## config.mk

```make
export PLATFORM = sky130hd
export DESIGN_NAME = serial_pe_ctrl
export DESIGN_NICKNAME = d
export VERILOG_FILES = /design/src/rtl/serial_pe_pkg.sv /design/src/rtl/serial_pe_addr_gen.sv /design/src/rtl/serial_pe_ctrl.sv
export SDC_FILE = /design/constraint.sdc
export NUM_CORES = 1
export LEC_CHECK = 0
export CAP_MARGIN = 30
export CORE_UTILIZATION = 46
export CTS_CLUSTER_SIZE = 12
export DETAILED_ROUTE_END_ITERATION = 8
export PLACE_DENSITY = 0.82
export SKIP_CTS_REPAIR_TIMING = 1
export SLEW_MARGIN = 10
export SYNTH_ARGS = -nofsm -noshare
export SYNTH_HDL_FRONTEND = slang
export SYNTH_SLANG_ARGS = --single-unit
export TNS_END_PERCENT = 100
```

## constraint.sdc

```tcl
create_clock -name clk -period 3 [get_ports clk]
set_input_delay 0.3 -clock clk [delete_from_list [all_inputs] [get_ports clk]]
set_output_delay 0.3 -clock clk [all_outputs]
set_load 0.02 [all_outputs]
```

## src/rtl/serial_pe_pkg.sv

```systemverilog
// serial_pe_pkg: shared constants and types for the serial PE sequencer.
//   - CTL_FIRST / CTL_LAST : bit positions inside the PE ctl field
//   - state_e              : sequencer FSM states
//   - OPND_W / RES_W       : PE operand and result widths
//   - relu()               : clamp of a signed result at zero
package serial_pe_pkg;

  localparam int CTL_FIRST = 0;
  localparam int CTL_LAST  = 1;
  localparam int OPND_W    = 16;
  localparam int RES_W     = 32;

  typedef enum logic [1:0] {
    IDLE  = 2'd0,
    RUN   = 2'd1,
    DRAIN = 2'd2,
    DONE  = 2'd3
  } state_e;

  // Negative results (sign bit set) are forced to zero.
  function automatic logic [RES_W-1:0] relu(input logic [RES_W-1:0] x);
    return x[RES_W-1] ? {RES_W{1'b0}} : x;
  endfunction

endpackage

```

## src/rtl/serial_pe_addr_gen.sv

```systemverilog
// serial_pe_addr_gen: read address generator for the serial PE sequencer.
// Holds the k (element) and o (output) counters, the neuron and weight read
// addresses and the first/last-element flags for the read issued this cycle.
// Ports:
//   clk, rst_n            : clock, async active-low reset
//   load                  : accepted job; sample lengths and base addresses
//   step                  : a read pair is issued this cycle; advance
//   vec_len, out_num      : job geometry (sampled on load)
//   neuron_base/weight_base : base addresses (sampled on load)
//   neuron_addr/weight_addr : current read addresses
//   first, last_k, last_all : k==0, k==vec_len-1, and last read of the job
module serial_pe_addr_gen
  import serial_pe_pkg::*;
#(
  parameter int ADDR_W = 10,
  parameter int LEN_W  = 8
) (
  input  logic              clk,
  input  logic              rst_n,
  input  logic              load,
  input  logic              step,
  input  logic [LEN_W-1:0]  vec_len,
  input  logic [LEN_W-1:0]  out_num,
  input  logic [ADDR_W-1:0] neuron_base,
  input  logic [ADDR_W-1:0] weight_base,
  output logic [ADDR_W-1:0] neuron_addr,
  output logic [ADDR_W-1:0] weight_addr,
  output logic              first,
  output logic              last_k,
  output logic              last_all
);

  localparam logic [LEN_W-1:0]  LEN_ONE  = {{(LEN_W-1){1'b0}}, 1'b1};
  localparam logic [LEN_W-1:0]  LEN_ZERO = {LEN_W{1'b0}};
  localparam logic [ADDR_W-1:0] ADR_ONE  = {{(ADDR_W-1){1'b0}}, 1'b1};
  localparam logic [ADDR_W-1:0] ADR_ZERO = {ADDR_W{1'b0}};

  logic [LEN_W-1:0]  r_k;
  logic [LEN_W-1:0]  r_o;
  logic [LEN_W-1:0]  r_vec_len;
  logic [LEN_W-1:0]  r_out_num;
  logic [ADDR_W-1:0] r_nbase;
  logic [ADDR_W-1:0] r_naddr;
  logic [ADDR_W-1:0] r_waddr;

  logic w_k_last;
  logic w_o_last;

  assign w_k_last = (r_k == (r_vec_len - LEN_ONE));
  assign w_o_last = (r_o == (r_out_num - LEN_ONE));

  assign neuron_addr = r_naddr;
  assign weight_addr = r_waddr;
  assign first       = (r_k == LEN_ZERO);
  assign last_k      = w_k_last;
  assign last_all    = w_k_last && w_o_last;

  // Counters and running addresses. The weight address is o*vec_len + k off
  // its base, which is simply the read index, so it just increments.
  always_ff @(posedge clk or negedge rst_n) begin
    if (!rst_n) begin
      r_k       <= LEN_ZERO;
      r_o       <= LEN_ZERO;
      r_vec_len <= LEN_ZERO;
      r_out_num <= LEN_ZERO;
      r_nbase   <= ADR_ZERO;
      r_naddr   <= ADR_ZERO;
      r_waddr   <= ADR_ZERO;
    end else if (load) begin
      r_k       <= LEN_ZERO;
      r_o       <= LEN_ZERO;
      r_vec_len <= vec_len;
      r_out_num <= out_num;
      r_nbase   <= neuron_base;
      r_naddr   <= neuron_base;
      r_waddr   <= weight_base;
    end else if (step) begin
      r_waddr <= r_waddr + ADR_ONE;
      if (w_k_last) begin
        r_k     <= LEN_ZERO;
        r_o     <= r_o + LEN_ONE;
        r_naddr <= r_nbase;
      end else begin
        r_k     <= r_k + LEN_ONE;
        r_naddr <= r_naddr + ADR_ONE;
      end
    end else begin
      r_k <= r_k;
    end
  end

endmodule

```

## src/rtl/serial_pe_ctrl.sv

```systemverilog
// serial_pe_ctrl: sequencer feeding one serial PE with neuron/weight pairs
// from two single-port SRAMs (1-cycle read latency) and storing each PE
// result into a result buffer.
// Ports:
//   clk, rst_n                : clock, async active-low reset
//   start, vec_len, out_num   : job request and geometry (sampled in IDLE)
//   neuron_base, weight_base, res_base : buffer base addresses
//   busy, done                : job in progress / one-cycle completion pulse
//   neuron_rd/addr/rdata, weight_rd/addr/rdata : operand SRAM reads
//   pe_neuron, pe_weight, pe_ctl, pe_vld       : PE operand interface
//   pe_result, pe_vld_o                        : PE result interface
//   res_we, res_addr, res_wdata                : result buffer write
// Build option: define SERIAL_PE_CTRL_RELU_EN to apply ReLU to written results.
module serial_pe_ctrl
  import serial_pe_pkg::*;
#(
  parameter int ADDR_W = 10,
  parameter int LEN_W  = 8
) (
  input  logic              clk,
  input  logic              rst_n,
  input  logic              start,
  input  logic [LEN_W-1:0]  vec_len,
  input  logic [LEN_W-1:0]  out_num,
  input  logic [ADDR_W-1:0] neuron_base,
  input  logic [ADDR_W-1:0] weight_base,
  input  logic [ADDR_W-1:0] res_base,
  output logic              busy,
  output logic              done,
  output logic              neuron_rd,
  output logic [ADDR_W-1:0] neuron_addr,
  input  logic [15:0]       neuron_rdata,
  output logic              weight_rd,
  output logic [ADDR_W-1:0] weight_addr,
  input  logic [15:0]       weight_rdata,
  output logic [15:0]       pe_neuron,
  output logic [15:0]       pe_weight,
  output logic [1:0]        pe_ctl,
  output logic              pe_vld,
  input  logic [31:0]       pe_result,
  input  logic              pe_vld_o,
  output logic              res_we,
  output logic [ADDR_W-1:0] res_addr,
  output logic [31:0]       res_wdata
);

  localparam logic [1:0] S_IDLE  = IDLE;
  localparam logic [1:0] S_RUN   = RUN;
  localparam logic [1:0] S_DRAIN = DRAIN;
  localparam logic [1:0] S_DONE  = DONE;

  localparam logic [LEN_W-1:0] LEN_ZERO = {LEN_W{1'b0}};
  localparam logic [LEN_W-1:0] LEN_ONE  = {{(LEN_W-1){1'b0}}, 1'b1};

  logic [1:0]        r_state;
  logic [1:0]        w_state_nxt;
  logic [ADDR_W-1:0] r_res_base;
  logic [LEN_W-1:0]  r_out_num;
  logic [LEN_W-1:0]  r_wcnt;
  logic              r_pe_vld;
  logic [1:0]        r_pe_ctl;

  logic              w_start_ok;
  logic              w_zero_job;
  logic              w_load;
  logic              w_run;
  logic              w_res_we;
  logic [LEN_W:0]    w_wcnt_nxt;
  logic              w_first;
  logic              w_last_k;
  logic              w_last_all;

  assign w_start_ok = start && (r_state == S_IDLE);
  assign w_zero_job = (vec_len == LEN_ZERO) || (out_num == LEN_ZERO);
  assign w_load     = w_start_ok && !w_zero_job;
  assign w_run      = (r_state == S_RUN);
  // Results arriving outside an active job are dropped.
  assign w_res_we   = pe_vld_o && ((r_state == S_RUN) || (r_state == S_DRAIN));
  // Compare against the post-write count so DONE follows the last write
  // directly instead of one cycle later.
  assign w_wcnt_nxt = {1'b0, r_wcnt} + {{LEN_W{1'b0}}, w_res_we};

  serial_pe_addr_gen #(
    .ADDR_W (ADDR_W),
    .LEN_W  (LEN_W)
  ) u_addr_gen (
    .clk         (clk),
    .rst_n       (rst_n),
    .load        (w_load),
    .step        (w_run),
    .vec_len     (vec_len),
    .out_num     (out_num),
    .neuron_base (neuron_base),
    .weight_base (weight_base),
    .neuron_addr (neuron_addr),
    .weight_addr (weight_addr),
    .first       (w_first),
    .last_k      (w_last_k),
    .last_all    (w_last_all)
  );

  // Next-state logic.
  always_comb begin
    w_state_nxt = r_state;
    case (r_state)
      S_IDLE: begin
        if (start) begin
          w_state_nxt = w_zero_job ? S_DONE : S_RUN;
        end else begin
          w_state_nxt = S_IDLE;
        end
      end
      S_RUN: begin
        if (w_last_all) begin
          w_state_nxt = S_DRAIN;
        end else begin
          w_state_nxt = S_RUN;
        end
      end
      S_DRAIN: begin
        if (w_wcnt_nxt == {1'b0, r_out_num}) begin
          w_state_nxt = S_DONE;
        end else begin
          w_state_nxt = S_DRAIN;
        end
      end
      S_DONE:  w_state_nxt = S_IDLE;
      default: w_state_nxt = S_IDLE;
    endcase
  end

  // State, job registers and write counter.
  always_ff @(posedge clk or negedge rst_n) begin
    if (!rst_n) begin
      r_state    <= S_IDLE;
      r_res_base <= {ADDR_W{1'b0}};
      r_out_num  <= LEN_ZERO;
      r_wcnt     <= LEN_ZERO;
    end else begin
      r_state <= w_state_nxt;
      if (w_start_ok) begin
        r_res_base <= res_base;
        r_out_num  <= out_num;
        r_wcnt     <= LEN_ZERO;
      end else if (w_res_we) begin
        r_wcnt <= r_wcnt + LEN_ONE;
      end else begin
        r_wcnt <= r_wcnt;
      end
    end
  end

  // PE valid/ctl follow the read by one cycle to line up with SRAM data.
  always_ff @(posedge clk or negedge rst_n) begin
    if (!rst_n) begin
      r_pe_vld <= 1'b0;
      r_pe_ctl <= 2'b00;
    end else begin
      r_pe_vld <= w_run;
      if (w_run) begin
        r_pe_ctl[CTL_FIRST] <= w_first;
        r_pe_ctl[CTL_LAST]  <= w_last_k;
      end else begin
        r_pe_ctl <= 2'b00;
      end
    end
  end

  assign busy      = (r_state == S_RUN) || (r_state == S_DRAIN);
  assign done      = (r_state == S_DONE);
  assign neuron_rd = w_run;
  assign weight_rd = w_run;
  assign pe_neuron = neuron_rdata;
  assign pe_weight = weight_rdata;
  assign pe_vld    = r_pe_vld;
  assign pe_ctl    = r_pe_ctl;
  assign res_we    = w_res_we;
  assign res_addr  = r_res_base + ADDR_W'(r_wcnt);

`ifdef SERIAL_PE_CTRL_RELU_EN
  assign res_wdata = relu(pe_result);
`else
  assign res_wdata = pe_result;
`endif

endmodule

```

== Word level (Yosys, flattened, before mapping) ==
Index checks and enable logic that the tools add are counted.
Word-level totals
  flip-flop bits (word level): 93
  bits of input ports: 114
Operators by class
  add/sub/neg operators: 9
  equal/unequal tests: 6
  muxes and demuxes: 19
  reduce and logical (&&, ||, !) cells: 15
Operator list (number)
  $mux W8: 8
  $mux W10: 5
  $add A8 B1 Y8 const B: 3
  $logic_not A8 Y1: 3
  $add A10 B1 Y10 const B: 2
  $eq A8 B8 Y1: 2
  $sub A8 B1 Y8 const B: 2
  $add A10 B8 Y10: 1
  $add A8 B1 Y9: 1
  $eq A9 B8 Y1: 1
  $mux W2: 4
  $pmux W2 S4: 1
  $reduce_bool A2 Y1: 3
  $eq A2 B2 Y1 const B: 2
  $logic_and A1 B1 Y1: 4
  $eq A2 B1 Y1 const B: 1
  $logic_not A2 Y1: 1
  $logic_or A1 B1 Y1: 2
  $reduce_and A2 Y1: 1
  $logic_not A1 Y1: 1
  $mux W1: 1

== Logic depth before layout (Yosys ltp) ==
  depth in word-level cells: 7
  mapped depth: 12
  depth with buffers taken out: 11

== Modules after synthesis ==
A second synthesis with hierarchy kept.
Second synthesis, totals
  cell total of the unflattened synthesis: 606
  area total of the unflattened synthesis: 5958.2 µm²
By module, submodules not included
  serial_pe_addr_gen: instances 1, cells an instance 345, area an instance 3505.9 µm²
  serial_pe_ctrl: instances 1, cells an instance 261, area an instance 2452.4 µm²

== Worst setup path before layout ==
No wires, ideal clock.
  path kind: register -> register
  from: register r_state[0]
  to: register r_state[0]
  data arrival time: 2.694 ns
  data required time: 2.931 ns
  path slack: 0.237 ns
  stages on the path, launching flop included: 13
  path buffers: 1
  cell sequence: dfrtp_1 > inv_1 > ha_1 > and2_1 > clkbuf_1 > ha_1 > ha_1 > xnor2_1 > nand4b_1 > a311oi_1 > nand4_1 > a211oi_1 > nand3b_1
Between the ends
  longest elaborated chain between the ends: 7
  elaborated cells on any way between the ends: 10
  those cells by class: 1 x add/sub; 4 x eq/ne; 2 x mux; 3 x reduce/logical
Ends and longest elaborated chain
  from (decl): line serial_pe_ctrl.sv:55  | logic [1:0] r_state;
  from (signal assigned): line serial_pe_ctrl.sv:140  | r_state <= w_state_nxt;
  $eq A2 B1 Y1 or $eq A2 B2 Y1 (tied branches)
  $logic_or A1 B1 Y1 (*)
  via busy: line serial_pe_ctrl.sv:28  | output logic busy,
  $logic_and A1 B1 Y1 (*): line serial_pe_ctrl.sv:78  | assign w_res_we = pe_vld_o && ((r_state == S_RUN) || (r_state == S_DRAIN));
  via res_we: line serial_pe_ctrl.sv:42  | output logic res_we,
  $add A8 B1 Y9 (*): line serial_pe_ctrl.sv:81  | assign w_wcnt_nxt = {1'b0, r_wcnt} + {{LEN_W{1'b0}}, w_res_we};
  $eq A9 B8 Y1 (*): line serial_pe_ctrl.sv:121  | if (w_wcnt_nxt == {1'b0, r_out_num}) begin
  $mux W1 (*): line serial_pe_ctrl.sv:121
  $pmux W2 S4 (*): line serial_pe_ctrl.sv:105  | case (r_state)
  via w_state_nxt[0]: line serial_pe_ctrl.sv:56  | logic [1:0] w_state_nxt;
The timed path passes the listed nets; every way through them passes the cells marked *.
A chain may end at the register's enable or synchronous reset.

== Final worst setup path ==
  from: register r_wcnt[1]
  to: output port res_addr[7]
Between the ends
  longest elaborated chain between the ends: 1
Ends and longest elaborated chain
  from (decl): line serial_pe_ctrl.sv:59  | logic [LEN_W-1:0] r_wcnt;
  from (signal assigned): line serial_pe_ctrl.sv:146  | r_wcnt <= r_wcnt + LEN_ONE;
  from (signal assigned): line serial_pe_ctrl.sv:148  | r_wcnt <= r_wcnt;
  $add A10 B8 Y10: line serial_pe_ctrl.sv:178  | assign res_addr = r_res_base + ADDR_W'(r_wcnt);
  to (decl): line serial_pe_ctrl.sv:43  | output logic [ADDR_W-1:0] res_addr,
Every way passes these cells.

==> results.txt <==
----------------------------------------------------
[Run status]
  Run status ... completed

[Pwr]
  P_leak ... ~3.1 nW
  Power per standard cell area ... just under 1000 mW/mm^2
  Worst supply voltage drop on vdd ... between 0.4 and 0.5 mV

[Synthesis]
  Fraction of registers with async set/reset ... 1.00
  Flops & latches, synth ... 93
  Share of cell area taken by muxes after synthesis ... 0.0118
  Dominant cell type by area after synthesis ... dfrtp_1
  Number of warning messages in the yosys log ... 0
  Adder-cell share of the synthesized area ... 0.0517
  Leading cell type by number of instances after synthesis ... nand2_1
  Cell Area, Synth ... 0.00595 mm^2
  XOR/XNOR share of the synthesized area ... 0.0883
  Simple-gate portion of the synthesized area ... 0.234
  Share of synthesized area occupied by flip-flops and latches ... 0.391
  Avg Cell Area, Syn ... around 8.5 um^2
  Share of Yosys cell area claimed by the top area cell type ... 0.391
  Complex-gate fraction of the synthesized area ... 0.108
  Top_reg_cell synth ... dfrtp_1
  Combinational family with the most area after synthesis ... simple AND/OR/NAND/NOR gates
  Number of enable flip-flop cells after synthesis ... 0
  Synth unique cells ... 52
  Commonest cells in the netlist ... nand2_1, dfrtp_1, buf_4, a21oi_1, xnor2_1
  Leading post-synthesis cells by cell area ... dfrtp_1, nand2_1, buf_4
  Post-synth net total ... about 840
  Synth Instances ... around 700

[Timing]
  Summed negative setup slack over all endpoints ... 0 ns
  Hold Vio Cnt, Final ... 0
  Worst-case clock skew ... approximately 0.005 ns
  Final min period ... about 2.8 ns
  Final worst setup slack ... 0.194 ns
  Normalized max-slew margin ... 0.520
  Transition time at the pin with the least slew margin ... ~0.72 ns
  Worst Hold Slack ... ~0.017 ns
  Period Utilization, post-route ... 0.935
  Setup repair after global routing missed its margin ... false
  Maximum operating frequency ... approximately 0.36 GHz
  Pins Over Slew Limit ... 0
  Final setup viols ... 0

[Place]
  Placement-stage worst setup slack ... a little under 0.2 ns
  Placed inst area ... 0.00655 mm^2
  Port-buffer cells ... 87
  DP Wirelength ... 9040 um
  Last weighted congestion value of the routability-driven placer ... ~0.85

[Setup path]
  Setup crit end ... res_addr[7]
  Critical-path maximum fanout ... 3
  Crit Path Category ... flop to output port
  Launching element of the worst setup path ... r_wcnt[1]
  Reg-to-reg slack, setup ... 0.33 ns
  Number of cells on the worst reg-to-reg path ... 11
  Critical register-to-register path startpoint ... r_state[0]
  Sort of element at the start of the critical path ... flop
  Worst r2r dst ... r_state[0]
  Required time worst endpoint ... between 2 and 3 ns
  Endpoint arrival time on the critical path ... approximately 2.5 ns
  Endpoint class of the critical path ... output port

[Floorplan]
  Overall die height ... ~120 um
  Chip width ... between 100 and 150 um
  Number of placement rows ... 41
  Die Outline Area ... between 0.01 and 0.015 mm^2
  Initial standard-cell utilization of the core ... 0.471
  Ports placed on the boundary ... 216
  Placeable core region ... 0.0126 mm^2

[GRT]
  Maximum number of pins on one net before global-route repair ... 57
  Vias in the first global route ... around 4600
  Highest-utilization routing layer at the global route stage ... met2
  Number of antenna violations at the first check in global routing ... 0
  Met3 usage in global routing ... 0.0319
  Global-route usage over all layers ... 0.205
  Met1 track demand over resource in global routing ... 0.278
  GR met2 Demand/Resource ... 0.334
  Total congestion overflow after global routing ... 0
  Global-route wire length before repair ... around 22000 um

[Clock tree]
  Clock insertion delay at the later pin of the skew report ... ~0.34 ns
  Maximum count of clock buffers along a single path ... 2
  Number of buffers added by the clock tree synthesis step ... 9
  Root buffer selected by CTS ... clkbuf_16
  H-tree depth ... 3
  # clock sinks ... 93
  Clock tree from TritonCTS ... done
  Clock slew at the register clock pins of the worst setup and hold paths ... ~0.060 ns

[Route]
  Final WL ... between 10000 and 15000 um
  Number of DRC violations after detailed routing ... 0
  Residual antenna-violating net count after detailed routing ... 0
  Drt via density ... around 5.4
  DR iter-0 viols ... between 200 and 300
  Drt wl/cell ... approximately 15 um
  Via Count ... about 4800
  First-pass detailed-route iteration total ... 5

[Final layout]
  Filler instances ... roughly 1200
  Final net count ... approximately 860
  Final cell area excluding filler cells ... around 0.0069 mm^2
  Ratio of cells with drive above 1 in the final layout ... 0.0485
  Growth of design area from synthesis to finish ... 15.5%
  Ant diodes ... 0

[Worst hold path]
  Min-delay worst type ... input port to async pin

[Run]
  # Max-Cap Violations ... 0

----------------------------------------------------
final cells by class:
cell class | count | area, um^2 | share of cell area
sequential | 93 | 2330 | 0.339
clock buffer | 11 | 233 | 0.0339
tap | 172 | 215 | 0.0313
multi-input combinational | 491 | 2950 | 0.430
timing repair buffer | 100 | 986 | 0.143
inverter | 22 | 82.6 | 0.0120
clock inverter | 4 | 73.8 | 0.0107
critical path, stage by stage, from the launching register on:
cell and delay (ns):
dfrtp_1 0.40, ha_1 0.28, a21o_1 0.17, a21oi_2 0.19
o21ai_0 0.12, a31oi_1 0.24, xnor2_1 0.15, clkdlybuf4s50_1 0.62
placed cells by master (no fill, tap or decap), drive strengths merged, types with 3 or more instances in the layout:
cell	netlist	final
a311oi	3	3
xor2	24	24
xnor2	36	36
nand4	17	17
a21oi	45	45
buf	74	14
dlymetal6s2s	0	3
nand3b	4	4
a21boi	6	6
and2	4	4
o31ai	3	3
nand4b	6	6
a31oi	3	3
clkbuf	18	11
nor4	7	7
nand2b	7	7
nand3	26	26
o21ai	33	33
inv	22	22
or3	7	7
nand2	146	146
nor2	32	32
ha	23	23
mux2i	7	7
nor3	9	9
clkdlybuf4s50	0	83
dfrtp	93	93
or4	4	4
and3	13	13
how the worst min path moves through the flow:
stage | start | endpoint | slack, ns | depth (start not counted)
floorplan | rst_n | pe_ctl[0] | 0.004 | 0
global placement | rst_n | u_addr_gen.r_nbase[9] | 0.41 | 1
detailed placement | rst_n | u_addr_gen.neuron_addr[9] | 0.41 | 1
CTS | rst_n | u_addr_gen.r_nbase[8] | 0.04 | 1
global route | rst_n | u_addr_gen.r_nbase[9] | 0.07 | 1
finish | rst_n | u_addr_gen.r_nbase[9] | 0.02 | 1
kinds of logic after synthesis:
logic type | after synthesis
flops | 93
xor+xnor | 60
fa+ha+maj | 24
simple gates | 290
buf+inv | 114
mux | 7
compound gates | 110
metrics by stage:
| step | std cells | power [mW] | util |
|---|---|---|---|
| floorplan | 698 | 4.44 | - |
| global placement | 878 | 5.37 | 0.519 |
| detailed placement | 878 | 5.46 | 0.519 |
| CTS | 893 | 6.71 | 0.544 |
| global route | 893 | 7.20 | 0.545 |
| finish | 893 | 6.67 | 0.545 |
layer usage:
layer	wire length, um	up-vias
li1	-	2354
met1	5920	2286
met2	6220	158
met3	644	19
met4	190	0
met5	0	-
state kept, by name, indices dropped and copies added, names as in the netlist:
| register | count |
|---|---|
| pe_vld | 1 |
| u_addr_gen.r_nbase | 10 |
| r_state | 2 |
| r_res_base | 10 |
| u_addr_gen.neuron_addr | 10 |
| pe_ctl | 2 |
| r_wcnt | 8 |
| u_addr_gen.r_vec_len | 8 |
| u_addr_gen.weight_addr | 10 |
| u_addr_gen.r_out_num | 8 |
| u_addr_gen.r_k | 8 |
| r_out_num | 8 |
| u_addr_gen.r_o | 8 |
where the power goes:
group / internal, mW / leakage (nW) / total (mW) / switching (mW)
Sequential: 1.73 / 1.17 / 2.23 / 0.495
Combinational: 1.48 / 1.77 / 3.26 / 1.78
Clock: 0.726 / 0.150 / 1.19 / 0.464
Total: 3.94 / 3.09 / 6.67 / 2.74
No activity file was read; power rests on OpenSTA's default activity.
